`src/rtl/uart_rx_ctrl_gen.sv`:
```
// UART receive controller: frame FSM, edge/bit counters and per-frame configuration capture.
// Defining UART_RX_BREAK_DET_EN adds break detection with a break_det pulse output.
module uart_rx_ctrl_gen #(
   parameter int MAX_DATA_W = 9,
   parameter int PRESCALE_W = 6,
   parameter int BIT_CNT_W  = 4
) (
   input  logic                  CLK,
   input  logic                  RST,
   input  logic                  RX_IN,
   input  logic [PRESCALE_W-1:0] prescale,
   input  logic [3:0]            data_len,
   input  logic                  PAR_EN,
   input  logic                  stop_two,
   input  logic                  strt_glitch,
   input  logic                  par_err,
   input  logic                  stp_err,
   output logic [PRESCALE_W-1:0] edge_cnt,
   output logic [BIT_CNT_W-1:0]  bit_cnt,
   output logic                  dat_samp_en,
   output logic                  deser_en,
   output logic                  strt_chk_en,
   output logic                  par_chk_en,
   output logic                  stp_chk_en,
   output logic                  data_valid,
   output logic                  frame_err,
`ifdef UART_RX_BREAK_DET_EN
   output logic                  break_det,
`endif
   output logic                  par_err_o
);

   typedef enum logic [2:0] {IDLE, START, DATA, PAR, STOP, VALID} state_t;

   state_t                state, state_nxt;
   logic [PRESCALE_W-1:0] cfg_p;
   logic [3:0]            cfg_d;
   logic                  cfg_par, cfg_two;
   logic                  dec_edge, data_last, rx_block, frame_start;
   logic [BIT_CNT_W-1:0]  last_idx;

   function automatic logic [PRESCALE_W-1:0] clamp_prescale(input logic [PRESCALE_W-1:0] p);
      if (p == PRESCALE_W'(16) || p == PRESCALE_W'(32)) return p;
      return PRESCALE_W'(8);
   endfunction

   function automatic logic [3:0] clamp_len(input logic [3:0] d);
      if (d < 4'd5) return 4'd5;
      if (d > 4'(MAX_DATA_W)) return 4'(MAX_DATA_W);
      return d;
   endfunction

   assign dec_edge    = (edge_cnt == cfg_p - PRESCALE_W'(1));
   assign data_last   = (bit_cnt == BIT_CNT_W'(cfg_d));
   assign last_idx    = BIT_CNT_W'(cfg_d) + BIT_CNT_W'(cfg_par) + BIT_CNT_W'(cfg_two) + BIT_CNT_W'(1);
   assign frame_start = (state == IDLE || state == VALID) && (state_nxt == START);

`ifdef UART_RX_BREAK_DET_EN
   logic                  brk_flag, brk_hold, brk_now;
   logic [PRESCALE_W-1:0] hold_cnt;
   logic [BIT_CNT_W-1:0]  first_stop_idx;

   assign first_stop_idx = BIT_CNT_W'(cfg_d) + BIT_CNT_W'(cfg_par) + BIT_CNT_W'(1);
   // The current stop-bit sample only counts towards a break on the first stop bit.
   assign brk_now  = brk_flag && (!RX_IN || bit_cnt != first_stop_idx);
   assign rx_block = brk_hold;
`else
   assign rx_block = 1'b0;
`endif

   always_comb begin
      state_nxt   = state;
      dat_samp_en = 1'b0;
      deser_en    = 1'b0;
      strt_chk_en = 1'b0;
      par_chk_en  = 1'b0;
      stp_chk_en  = 1'b0;
      data_valid  = 1'b0;
      frame_err   = 1'b0;
      par_err_o   = 1'b0;
`ifdef UART_RX_BREAK_DET_EN
      break_det   = 1'b0;
`endif
      case (state)
         IDLE: begin
            // RST gate keeps the start strobes low while reset holds the FSM here.
            if (RST && !RX_IN && !rx_block) begin
               state_nxt   = START;
               dat_samp_en = 1'b1;
               strt_chk_en = 1'b1;
            end
         end
         START: begin
            dat_samp_en = 1'b1;
            strt_chk_en = 1'b1;
            if (dec_edge) begin
               if (strt_glitch) begin
                  state_nxt = IDLE;
                  frame_err = 1'b1;
               end else begin
                  state_nxt = DATA;
               end
            end
         end
         DATA: begin
            dat_samp_en = 1'b1;
            deser_en    = 1'b1;
            if (dec_edge && data_last) state_nxt = cfg_par ? PAR : STOP;
         end
         PAR: begin
            dat_samp_en = 1'b1;
            par_chk_en  = 1'b1;
            if (dec_edge) begin
               if (par_err) begin
                  state_nxt = IDLE;
                  par_err_o = 1'b1;
               end else begin
                  state_nxt = STOP;
               end
            end
         end
         STOP: begin
            dat_samp_en = 1'b1;
            stp_chk_en  = 1'b1;
            if (dec_edge) begin
               if (stp_err) begin
                  state_nxt = IDLE;
`ifdef UART_RX_BREAK_DET_EN
                  if (brk_now) break_det = 1'b1;
                  else         frame_err = 1'b1;
`else
                  frame_err = 1'b1;
`endif
               end else if (bit_cnt == last_idx) begin
                  state_nxt = VALID;
               end
            end
         end
         VALID: begin
            data_valid = 1'b1;
            state_nxt  = RX_IN ? IDLE : START;
         end
         default: state_nxt = IDLE;
      endcase
   end

   always_ff @(posedge CLK or negedge RST) begin
      if (!RST) begin
         state    <= IDLE;
         edge_cnt <= '0;
         bit_cnt  <= '0;
      end else begin
         state <= state_nxt;
         if (state_nxt == IDLE || state_nxt == VALID) begin
            edge_cnt <= '0;
            bit_cnt  <= '0;
         end else if (state == IDLE || state == VALID) begin
            // The cycle that saw the falling edge was edge 0 of the start bit.
            edge_cnt <= PRESCALE_W'(1);
            bit_cnt  <= '0;
         end else if (dec_edge) begin
            edge_cnt <= '0;
            bit_cnt  <= bit_cnt + BIT_CNT_W'(1);
         end else begin
            edge_cnt <= edge_cnt + PRESCALE_W'(1);
         end
      end
   end

   always_ff @(posedge CLK) begin
      if (frame_start) begin
         cfg_p   <= clamp_prescale(prescale);
         cfg_d   <= clamp_len(data_len);
         cfg_par <= PAR_EN;
         cfg_two <= stop_two;
      end
   end

`ifdef UART_RX_BREAK_DET_EN
   always_ff @(posedge CLK or negedge RST) begin
      if (!RST) begin
         brk_flag <= 1'b0;
         brk_hold <= 1'b0;
         hold_cnt <= '0;
      end else begin
         if (frame_start)
            brk_flag <= 1'b1;
         else if (state != IDLE && state != VALID && dec_edge && RX_IN && bit_cnt <= first_stop_idx)
            brk_flag <= 1'b0;
         if (break_det) begin
            brk_hold <= 1'b1;
            hold_cnt <= '0;
         end else if (brk_hold) begin
            if (!RX_IN) begin
               hold_cnt <= '0;
            end else if (hold_cnt == cfg_p - PRESCALE_W'(1)) begin
               brk_hold <= 1'b0;
               hold_cnt <= '0;
            end else begin
               hold_cnt <= hold_cnt + PRESCALE_W'(1);
            end
         end
      end
   end
`endif

endmodule

```
`config.mk`:
```
export PLATFORM = sky130hd
export DESIGN_NAME = uart_rx_ctrl_gen
export DESIGN_NICKNAME = d
export VERILOG_FILES = /design/src/rtl/uart_rx_ctrl_gen.sv
export SDC_FILE = /design/constraint.sdc
export NUM_CORES = 1
export LEC_CHECK = 0
export CELL_PAD_IN_SITES_DETAIL_PLACEMENT = 0
export CELL_PAD_IN_SITES_GLOBAL_PLACEMENT = 1
export CORE_ASPECT_RATIO = 0.9
export CORE_MARGIN = 2
export CORE_UTILIZATION = 40
export CTS_BUF_LIST = sky130_fd_sc_hd__clkbuf_8
export DETAILED_ROUTE_END_ITERATION = 7
export DONT_BUFFER_PORTS = 1
export MAX_ROUTING_LAYER = met4
export PLACE_DENSITY_LB_ADDON = 0.1
export SYNTH_ARGS = -nofsm -noshare
export SYNTH_HDL_FRONTEND = slang
export SYNTH_SLANG_ARGS = --single-unit
```
`constraint.sdc`:
```
create_clock -name CLK -period 6.6 [get_ports CLK]
set_input_delay 1.32 -clock CLK [delete_from_list [all_inputs] [get_ports CLK]]
set_output_delay 1.32 -clock CLK [all_outputs]
set_load 0.1 [all_outputs]
```
==> impl_metrics.toml, run 1 <==
[routing]
wl_um = 3107
detail_route.wl_per_cell_um = 15.38
first_pass_iters = 4
vias_per_cell = 5.376
drc = 0
drtIter0Drc = 52
ant_nets = 0
vias = 1086

[floorplanning]
num_io_pins = 36
initial_utilization_pct = 42.06
fp-row-count = 21
die_height_um = 63.63
fp.coreArea_sq_um = 3757
die_x_um = 70.26
dieArea_sq_um = 4470

[min_path]
hold_class = "in2async"

[logic_synthesis]
ys_types = 46
synthFlopType = "dfrtp_1"
yosysWarningCount = 0
synthCells = 149
synth_seq_area_share_pct = 43.39
netlist_top_cells_count = "dfrtp_1 (13), nor2_1 (13), edfxtp_1 (12), nor3_1 (12), xnor2_1 (11)"
yosys_register_bits = 25
synth_edf_count = 12
synth_area_leader_cell = "edfxtp_1"
netlist_area_sq_um = 1580
synthArstFlopShare_pct = 52.00
synth_top_area_share_pct = 22.80
synth_area_leaders = "edfxtp_1 (23%), dfrtp_1 (21%), xnor2_1 (6.1%)"
synth.avg_cell_area_sq_um = 10.61

[job]
max_cap_violations = 0

[cts]
cts_max_path_buffers = 2
post_cts_buffers = 0
clock-root-buffer = "clkbuf_8"
path_clk_slew_ps = 100
cts_tree = "yes"
h-tree-depth = 1
cts_num_sinks = 25
cts_resized = 0
ctsHoldBuffers = 0
numCtsBuffers = 3
clk_latency_ps = 280

[power_and_ir_drop]
power.total_mw = 0.6533
power_density_nw_per_um2 = 364.4
ir_worst_vdd_uv = 143.4
p_leak_nw = 0.6878

[cells_and_area]
area_growth_pct = 13.46
fill_cells = 349
nets = 182
n_antenna_cell = 0
final_util_pct = 47.72
drive_gt1_share_pct = 14.74

[timing]
maxSlewHeadroom_pct = 25.18
report.final.slew_viol_count = 0
setup_viol = 0
tightest_slew_ps = 1122
fmax_ghz = 0.2209
min_period_ps = 4527
skew_ps = 11.13
totalNegativeSetupSlack_ps = 0
hold_viol_final = 0
rsz0062_at_grt = "false"
finalCritPeriodShare_pct = 68.59

[placed_design]
hpwl_um = 2443
numPortBuffers = 0
gp_congestion = 0.7880

[worst_setup_path]
critical_path_arrival_ps = 3210
cp.required_ps = 5280
path_class = "reg2out"
crit_path_max_fanout = 12
startpoint_type = "register"
end_kind = "output pin"

[global_route]
grt_max_degree = 16
grtUsageTotal_pct = 15.70
grt_pass1_wl_um = 5430
grt_pass1_vias = 1148
grt_remaining_overflow = 0
antenna_found_initial = 0

[run_status]
status = "finished clean"
[worst max-delay path, stage by stage, from the launching register on]
cell and delay (ps):
dfrtp_1 1060, nor2b_1 150, or3_1 350, a31oi_1 260, and2_4 290, and3_1 820
[metrics by stage]
| stage | instance area, sq um | hold slack, ps | cells | setup WS [ps] |
|---|---|---|---|---|
| floorplan | 1588 | 765.7 | 151 | 1102 |
| global placement | 1747 | 850.1 | 198 | 2460 |
| detailed placement | 1747 | 845.4 | 198 | 2355 |
| CTS | 1793 | 719.0 | 202 | 2046 |
| global route | 1793 | 709.7 | 202 | 1914 |
| finish | 1793 | 723.1 | 202 | 2073 |
[power breakdown]
| group | switching, mW | leakage, nW | internal [mW] |
|---|---|---|---|
| combinational | 0.167 | 0.382 | 0.0880 |
| sequential | 0.119 | 0.280 | 0.185 |
| clock | 0.0523 | 0.0255 | 0.0423 |
[registers in the layout, summed over array words and instances (netlist names)]
register  cells
bit_cnt       4
cfg_d         4
cfg_p         6
cfg_par       1
cfg_two       1
edge_cnt      6
state         3
[routing by layer]
layer	vias up	GRT usage [%]	part of all wire (%)
li1	538	-	-
met1	513	21.08	49
met2	33	23.70	43
met3	2	4.320	6.8
met4	0	3.606	0.64
met5	-	-	0
[layout by cell type (no fill, tap or decap), drive strengths merged, types with 3 or more instances in the layout]
master | synthesis | final
nor2 | 13 | 13
and2 | 3 | 3
xnor2 | 11 | 11
inv | 9 | 9
nor2b | 3 | 3
nor3b | 5 | 5
clkbuf | 3 | 7
edfxtp | 12 | 12
conb | 1 | 3
ha | 6 | 6
nand3 | 4 | 4
or4 | 3 | 3
nand2 | 6 | 6
nor3 | 13 | 13
dfrtp | 13 | 13
xor2 | 10 | 10
[final cells by class]
class                   count  area [sq um]  share of cell area [%]
well taps                  46         57.56                   3.210
flip-flops and latches     25         685.7                   38.24
multi-input cells         113         862.1                   48.08
inverters                   9         33.78                   1.884
repair buffers              5         107.6                   6.001
clock buffers               3         41.29                   2.303
clock inverters             1         5.005                  0.2791
[final timing paths]
| check | startpoint | endpoint | slack, ps | cells after the start |
|---|---|---|---|---|
| min in group CLK | state[2] | state[1] | 870 | 2 |
| worst min register to register | state[2] | state[1] | 870 | 2 |
| max in group asynchronous | RST | state[1] | 5800 | 0 |
| worst min-delay path | RST | bit_cnt[2] | 720 | 0 |
| worst max-delay path | edge_cnt[2] | par_err_o | 2070 | 5 |
| worst max register to register | edge_cnt[2] | edge_cnt[5] | 3390 | 7 |
[logic make-up after synthesis]
| logic type | count (synthesis) | share of synthesized area [%] |
|---|---|---|
| AND/OR/NAND/NOR | 64 | 24.31 |
| AO/OA/AOI/OAI | 15 | 8.314 |
| adder cells (fa/ha/maj) | 7 | 6.017 |
| XOR/XNOR | 21 | 11.64 |
| other | 1 | 0.2373 |
| multiplexers | 3 | 1.979 |
| flip-flops | 25 | 43.39 |
| buffers and inverters | 13 | 4.117 |
No activity file was read; power rests on OpenSTA's default activity.
==> inputs of run 2 (changes only) <==
- clock period: 6.6 -> 3.65 ns (I/O delays scaled with it)
==> impl_metrics.toml, run 2 (synthesized netlist as in run 1, its figures left out) <==
[global_route]
grt_max_degree = 17
grt_remaining_overflow = 0
grtUsageTotal_pct = 15.93
antenna_found_initial = 0
grt_pass1_wl_um = 5451
grt_pass1_vias = 1122

[routing]
detail_route.wl_per_cell_um = 15.03
first_pass_iters = 4
wl_um = 3247
drtIter0Drc = 52
drc = 0
ant_nets = 0
vias_per_cell = 5.352
vias = 1156

[cells_and_area]
reg_top3 = "cfg_p: 6 flops, edge_cnt: 6 flops"
area_growth_pct = 19.00
final_util_pct = 50.05
drive_gt1_share_pct = 21.76
final_common_cell = "buf_4"
final_area_sq_um = 1881
nets = 196
final_cell_mix = "buf_4 (17), nor2_1 (13), dfrtp_1 (13), edfxtp_1 (12), xnor2_1 (11)"
n_antenna_cell = 0

[timing]
hold_ws_ps = 133.4
skew_ps = 6.248
maxSlewHeadroom_pct = 47.09
fmax_ghz = 0.3068
report.final.slew_viol_count = 0
setup_viol = 0
finalCritPeriodShare_pct = 89.31
hold_viol_final = 0
min_period_ps = 3260
rsz0062_at_grt = "false"
totalNegativeSetupSlack_ps = 0
tightest_slew_ps = 787.6

[worst_setup_path]
path_buf_inv = 1
cp.required_ps = 2920
cp_cell_sequence = "or4_4 > o21a_1 > nor4_4 > and2_4 > and3_1 > buf_4"
path_depth = 6
max_stage_delay_ps = 540
cpMaxStageDelayCell = "or4_4"
path_class = "reg2out"
crit_path_max_fanout = 12
startpoint_type = "register"
cp_top_family = "simple AND/OR/NAND/NOR gates"
end_kind = "output pin"
critical_path_arrival_ps = 2530
reg2reg_depth = 7

[cts]
post_cts_buffers = 0
numCtsBuffers = 3
cts_num_sinks = 25
cts_tree = "yes"
clk_latency_ps = 280
ctsHoldBuffers = 0
cts_max_path_buffers = 2
h-tree-depth = 1
cts_resized = 0
clock-root-buffer = "clkbuf_8"
path_clk_slew_ps = 100

[run_status]
status = "finished clean"

[power_and_ir_drop]
power_density_nw_per_um2 = 651.6
ir_worst_vdd_uv = 213.0
p_leak_nw = 0.7546

[job]
max_cap_violations = 0

[floorplanning]
fp-row-count = 21
initial_utilization_pct = 42.06
die_x_um = 70.26
num_io_pins = 36
fp.coreArea_sq_um = 3757
dieArea_sq_um = 4470
die_height_um = 63.63

[placed_design]
gp_congestion = 0.7612
hpwl_um = 2540
post_dp_cell_area_sq_um = 1831
numPortBuffers = 0

[min_path]
hold_class = "in2async"
run 2: path summary, 6_finish.rpt:
kind                       startpoint          end  slack [ps]
hold reg to reg            bit_cnt[1]   bit_cnt[3]         810
hold / removal                    RST     state[0]         130
setup / recovery             cfg_p[0]    par_err_o         390
max in group asynchronous         RST  edge_cnt[0]        3440
min in group CLK               PAR_EN      cfg_par         540
setup reg to reg             cfg_p[0]  edge_cnt[1]         780
run 2: report_power, final:
part           switching [mW]  internal [mW]  leakage [nW]
sequential             0.0622          0.337         0.280
combinational           0.473          0.176         0.448
clock                  0.0971         0.0801        0.0261
total                   0.632          0.593         0.755
run 2: metrics by stage:
step / std cells / setup slack (ps) / total power, mW
6_report: 216 / 390.1 / 1.225
5_1_grt: 216 / 314.1 / 1.295
4_1_cts: 216 / 378.5 / 1.235
3_5_place_dp: 212 / 699.7 / 1.056
3_3_place_gp: 212 / 721.7 / 1.046
2_1_floorplan: 151 / -274.5 / 0.9177
run 2: layout make-up:
cell class	instances	area (sq um)
clock buffer	3	41.29
multi-input combinational	113	880.8
clock inverter	1	8.758
timing repair buffer	19	172.7
sequential	25	685.7
inverter	9	33.78
tap	46	57.56
fill	351	1877
run 2: per-layer routing:
layer  global-route usage [%]  wire length, um
met5                        -                0
met4                    3.846               13
met3                    6.080              245
met2                    23.47             1434
met1                    20.75             1553
